## src/rtl/mem_arbiter_pkg.sv

```systemverilog
// mem_arbiter_pkg: shared widths, FSM state encoding and requester IDs
package mem_arbiter_pkg;
    localparam int ADDR_W_DEF = 8;
    localparam int DATA_W_DEF = 16;
    localparam logic [0:0] ST_BOOT = 1'b0;
    localparam logic [0:0] ST_RUN  = 1'b1;
    typedef enum logic [1:0] {
        RID_LD = 2'd0,
        RID_IF = 2'd1,
        RID_DM = 2'd2
    } req_id_t;
endpackage

```

## src/rtl/mem_arbiter_rr_pick2.sv

```systemverilog
// rr_pick2: two-way round-robin pick; the requester not granted last wins a tie
module rr_pick2 (
    input  logic clk,
    input  logic reset,
    input  logic i_en,
    input  logic i_req0,
    input  logic i_req1,
    output logic o_gnt0,
    output logic o_gnt1
);
    logic r_ptr;
    // grant is combinational; r_ptr=0 prefers requester 0
    always_comb begin
        o_gnt0 = i_en && i_req0 && (!i_req1 || !r_ptr);
        o_gnt1 = i_en && i_req1 && (!i_req0 || r_ptr);
    end
    // pointer moves only on an actual grant, toward the other requester
    always_ff @(posedge clk) begin
        if (reset)
            r_ptr <= 1'b0;
        else if (o_gnt0)
            r_ptr <= 1'b1;
        else if (o_gnt1)
            r_ptr <= 1'b0;
    end
endmodule

```

## src/rtl/mem_arbiter.sv

```systemverilog
// mem_arbiter: single-port RAM arbiter for loader, fetch and data ports with BOOT/RUN phases
module mem_arbiter
    import mem_arbiter_pkg::*;
#(
    parameter int ADDR_W = ADDR_W_DEF,
    parameter int DATA_W = DATA_W_DEF
) (
    input  logic              clk,
    input  logic              reset,
    input  logic              ld_req,
    input  logic              ld_we,
    input  logic [ADDR_W-1:0] ld_addr,
    input  logic [DATA_W-1:0] ld_wdata,
    output logic              ld_gnt,
    output logic              ld_rvalid,
    output logic [DATA_W-1:0] ld_rdata,
    input  logic              if_req,
    input  logic [ADDR_W-1:0] if_addr,
    output logic              if_gnt,
    output logic              if_rvalid,
    output logic [DATA_W-1:0] if_rdata,
    input  logic              dm_req,
    input  logic              dm_we,
    input  logic [ADDR_W-1:0] dm_addr,
    input  logic [DATA_W-1:0] dm_wdata,
    output logic              dm_gnt,
    output logic              dm_rvalid,
    output logic [DATA_W-1:0] dm_rdata,
    input  logic              ld_done,
    output logic              cpu_hold,
    output logic              ram_en,
    output logic              ram_we,
    output logic [ADDR_W-1:0] ram_addr,
    output logic [DATA_W-1:0] ram_wdata,
    input  logic [DATA_W-1:0] ram_rdata
);
    logic [0:0] r_state;
    logic       r_rd_valid;
    req_id_t    r_rd_id;
    logic       w_run;

    // grants are suppressed while reset is high so nothing depends on stale state
    assign w_run  = !reset && r_state == ST_RUN;
    assign ld_gnt = !reset && ld_req;

    rr_pick2 u_rr (
        .clk    (clk),
        .reset  (reset),
        .i_en   (w_run && !ld_req),
        .i_req0 (if_req),
        .i_req1 (dm_req),
        .o_gnt0 (if_gnt),
        .o_gnt1 (dm_gnt)
    );

    // RAM command mux driven by the single winner; fetch never writes
    always_comb begin
        ram_en    = ld_gnt || if_gnt || dm_gnt;
        ram_we    = ld_gnt ? ld_we : dm_gnt && dm_we;
        ram_addr  = ld_gnt ? ld_addr : if_gnt ? if_addr : dm_gnt ? dm_addr : '0;
        ram_wdata = ld_gnt ? ld_wdata : dm_gnt ? dm_wdata : '0;
        cpu_hold  = reset || r_state == ST_BOOT;
    end

    // BOOT -> RUN once the loader reports done; RUN is left only by reset
    always_ff @(posedge clk) begin
        if (reset)
            r_state <= ST_BOOT;
        else if (r_state == ST_BOOT && ld_done)
            r_state <= ST_RUN;
    end

    // remember who issued the read this cycle so its data is routed back next cycle
    always_ff @(posedge clk) begin
        if (reset) begin
            r_rd_valid <= 1'b0;
            r_rd_id    <= RID_LD;
        end else begin
            r_rd_valid <= ram_en && !ram_we;
            r_rd_id    <= ld_gnt ? RID_LD : if_gnt ? RID_IF : RID_DM;
        end
    end

    assign ld_rvalid = r_rd_valid && r_rd_id == RID_LD;
    assign if_rvalid = r_rd_valid && r_rd_id == RID_IF;
    assign dm_rvalid = r_rd_valid && r_rd_id == RID_DM;
    assign ld_rdata  = ram_rdata;
    assign if_rdata  = ram_rdata;
    assign dm_rdata  = ram_rdata;
endmodule
```

## config.mk

```make
export PLATFORM = sky130hd
export DESIGN_NAME = mem_arbiter
export DESIGN_NICKNAME = d
export VERILOG_FILES = /design/src/rtl/mem_arbiter_pkg.sv /design/src/rtl/mem_arbiter_rr_pick2.sv /design/src/rtl/mem_arbiter.sv
export SDC_FILE = /design/constraint.sdc
export NUM_CORES = 1
export LEC_CHECK = 0
export BUFFER_PORTS_ARGS = -buffer_cell sky130_fd_sc_hd__buf_2
export CORE_MARGIN = 5
export CORE_UTILIZATION = 34
export CTS_CLUSTER_DIAMETER = 120
export DETAILED_ROUTE_END_ITERATION = 7
export PLACE_DENSITY_LB_ADDON = 0.3
export SLEW_MARGIN = 5
export SYNTH_ARGS = -nofsm -noshare
export SYNTH_HDL_FRONTEND = slang
export SYNTH_HIERARCHICAL = 1
export SYNTH_SLANG_ARGS = --single-unit
```

## constraint.sdc

```tcl
create_clock -name clk -period 3.5 [get_ports clk]
set_clock_uncertainty 0.05 [all_clocks]
set_input_delay 0.35 -clock clk [delete_from_list [all_inputs] [get_ports clk]]
set_output_delay 0.35 -clock clk [all_outputs]
set_load 0.01 [all_outputs]
```

==> impl_metrics.toml <==
[outcome]
status = "finished clean"

[sta]
setup_violations = 0
rsz0062_at_grt = "no"
fmax_mhz = 378
tns_ns = 0
whs_ns = 0.285
worstMarginPinSlew_ns = 0.534
fin_crit_ns = 2.64
setup_ws_ns = 0.857
hold_viol = 0
slew_headroom = 0.644
maxSlewViolCount = 0
fin_crit_sh = 0.755

[critical_path]
cpPeakStageDelay_ns = 0.45
cp.arrival_ns = 2.24
cp_slowest_cell = "nor3b_1"
path_buf_inv = 3
crit_family = "buffers and inverters"
crit_type = "primary input to primary output"
start_kind = "primary input"
required_ns = 3.10
path_max_fanout = 30
endpoint_kind = "primary output"
cp_cell_sequence = "buf_2, nor3b_1, nand2_1, a21oi_2, buf_4, nand2_1, o21ai_2, buf_2"

[final_layout]
antenna_cells = 0
fillers = 373
drive_gt1_frac = 0.540
syn_to_final_growth_pct = 11.1
utilization = 0.395
finalInstanceArea_sq_um = 1340
multiInputGateArea_sq_um = 651
nets = 294
final-seq-area_sq_um = 100

[route]
drt_iter0_markers = 47
vias_per_cell = 4.66
route.detailed.drc = 0
dr.pass1.iters = 4
drtAntennaViolNets = 0
wire_per_inst_um = 12.9
dr_total_vias = 1208
wl_um = 3340

[power]
power_density_nw_per_um2 = 177
leakagePower_nw = 0.652
ir_drop_mv = 0.0728

[cts]
cts-resized-gates = 0
cts.clk_slew.worst_paths_ns = 0.04
cts.sinks = 5
cts-htree-levels = 1
cts_setup_buffers = 0
cts_tree = "done"
cts_buffers = 3
clock_path_buffers = 2
clk_latency_ns = 0.24
cts_root_buffer = "clkbuf_4"
holdBufCountCts = 0

[global_routing]
grt_max_degree = 34
grt_usage = 0.130
grt_pass1_wl_um = 5440
grt_antenna_before_repair = 0
grt_overflow = 0
grt_pass1_vias = 1181

[yosys]
ys.flop_type = "dfxtp_1"
synth.distinct_cells = 23
synthTopCellsByCount = "buf_4 (50), nand2_1 (29), nand3b_1 (25), nor3b_1 (10), o21ai_2 (9)"
synth_area_per_cell_sq_um = 7.05
yosysTopAreaCellShare = 0.311
synth_fp_nets = 251
ys_seq_area_frac = 0.0830
async_reset_ff_frac = 0
synth_top_cells_by_area = "buf_4 (31%), nand3b_1 (16%), nand2_1 (9.0%)"
synth_area_sq_um = 1210
yosysTopAreaCell = "buf_4"
postSynthCellCount = 171
yosys_register_bits = 5
yosysWarnings = 6
yosysMostFrequentCell = "buf_4"
synth_edf_count = 0

[floorplan]
dieArea_sq_um = 4840
initial_core_util = 0.356
die_h_um = 69.6
pin_count = 161
core_region_area_sq_um = 3390
rows = 21
die_w_um = 69.6

[placement]
gp_congestion = 0.829
dp_slack_ns = 0.875
dpl_cell_area_sq_um = 1310
port_buffers = 96

[flow_run]
max-cap-violations = 0

[min_path]
hold_class = "primary input to register"
power breakdown:
group,leakage (nW),switching (mW),internal (mW)
sequential,0.0411,0.00162,0.0597
clock,0.0150,0.0224,0.0430
combinational,0.596,0.0555,0.0553
total,0.652,0.0796,0.158
final timing paths:
kind / from / endpoint / slack, ns / cells past startpoint
min: ld_done / r_state / 0.29 / 3
min reg2reg: r_state / r_state / 0.45 / 2
max reg2reg: r_state / r_rd_valid / 1.58 / 6
max: ld_req / ram_wdata[14] / 0.86 / 8
metrics by stage:
stage	power, mW	instances
floorplan	0.175	171
global placement	0.173	255
global route	0.261	259
CTS	0.241	259
detailed placement	0.174	255
finish	0.238	259
flip-flops by register name, summed over array words and instances (netlist names):
register	flops
u_rr/r_ptr	1
r_rd_id	2
r_rd_valid	1
r_state	1
layout make-up:
type,instances,area share
repair buffers,98,0.370
multi-input cells,104,0.486
flip-flops and latches,5,0.0747
inverters,2,0.00747
clock buffers,4,0.0196
well taps,46,0.0430
worst register-to-register path, cell delays in order (launching register included):
cell     delay [ns]
dfxtp_1        0.34
nor3b_1        0.38
nand2_1        0.11
a21oi_2        0.38
buf_4          0.31
a211o_1        0.17
o22ai_2        0.05
cell usage in the layout, fill, tap and decap left out, types with 2 or more instances in the layout:
| master | instances |
|---|---|
| buf_2 | 96 |
| nand2_1 | 29 |
| nand3b_1 | 25 |
| nor3b_1 | 10 |
| o21ai_2 | 9 |
| o21ai_1 | 8 |
| a31oi_1 | 8 |
| dfxtp_1 | 5 |
| nor2_1 | 4 |
| clkbuf_4 | 3 |
| buf_4 | 2 |
| a21oi_1 | 2 |
logic make-up (layout without fill, tap and decap cells):
| kind of cell | Yosys count | count (layout) | synth area share |
|---|---|---|---|
| and+or+nand+nor | 73 | 73 | 0.359 |
| buffers and inverters | 62 | 104 | 0.381 |
| AOI/OAI and AO/OA | 31 | 31 | 0.177 |
| DFF | 5 | 5 | 0.0830 |
metal layers:
metal | GRT usage | up-vias | share of wire | routed length (um)
met4 | 0.0347 | 0 | 0.011 | 36
met3 | 0.0522 | 13 | 0.12 | 413
li1 | - | 620 | - | -
met1 | 0.147 | 509 | 0.41 | 1370
met5 | 0 | - | 0 | 0
met2 | 0.226 | 66 | 0.46 | 1520
No activity file was read; power rests on OpenSTA's default activity.
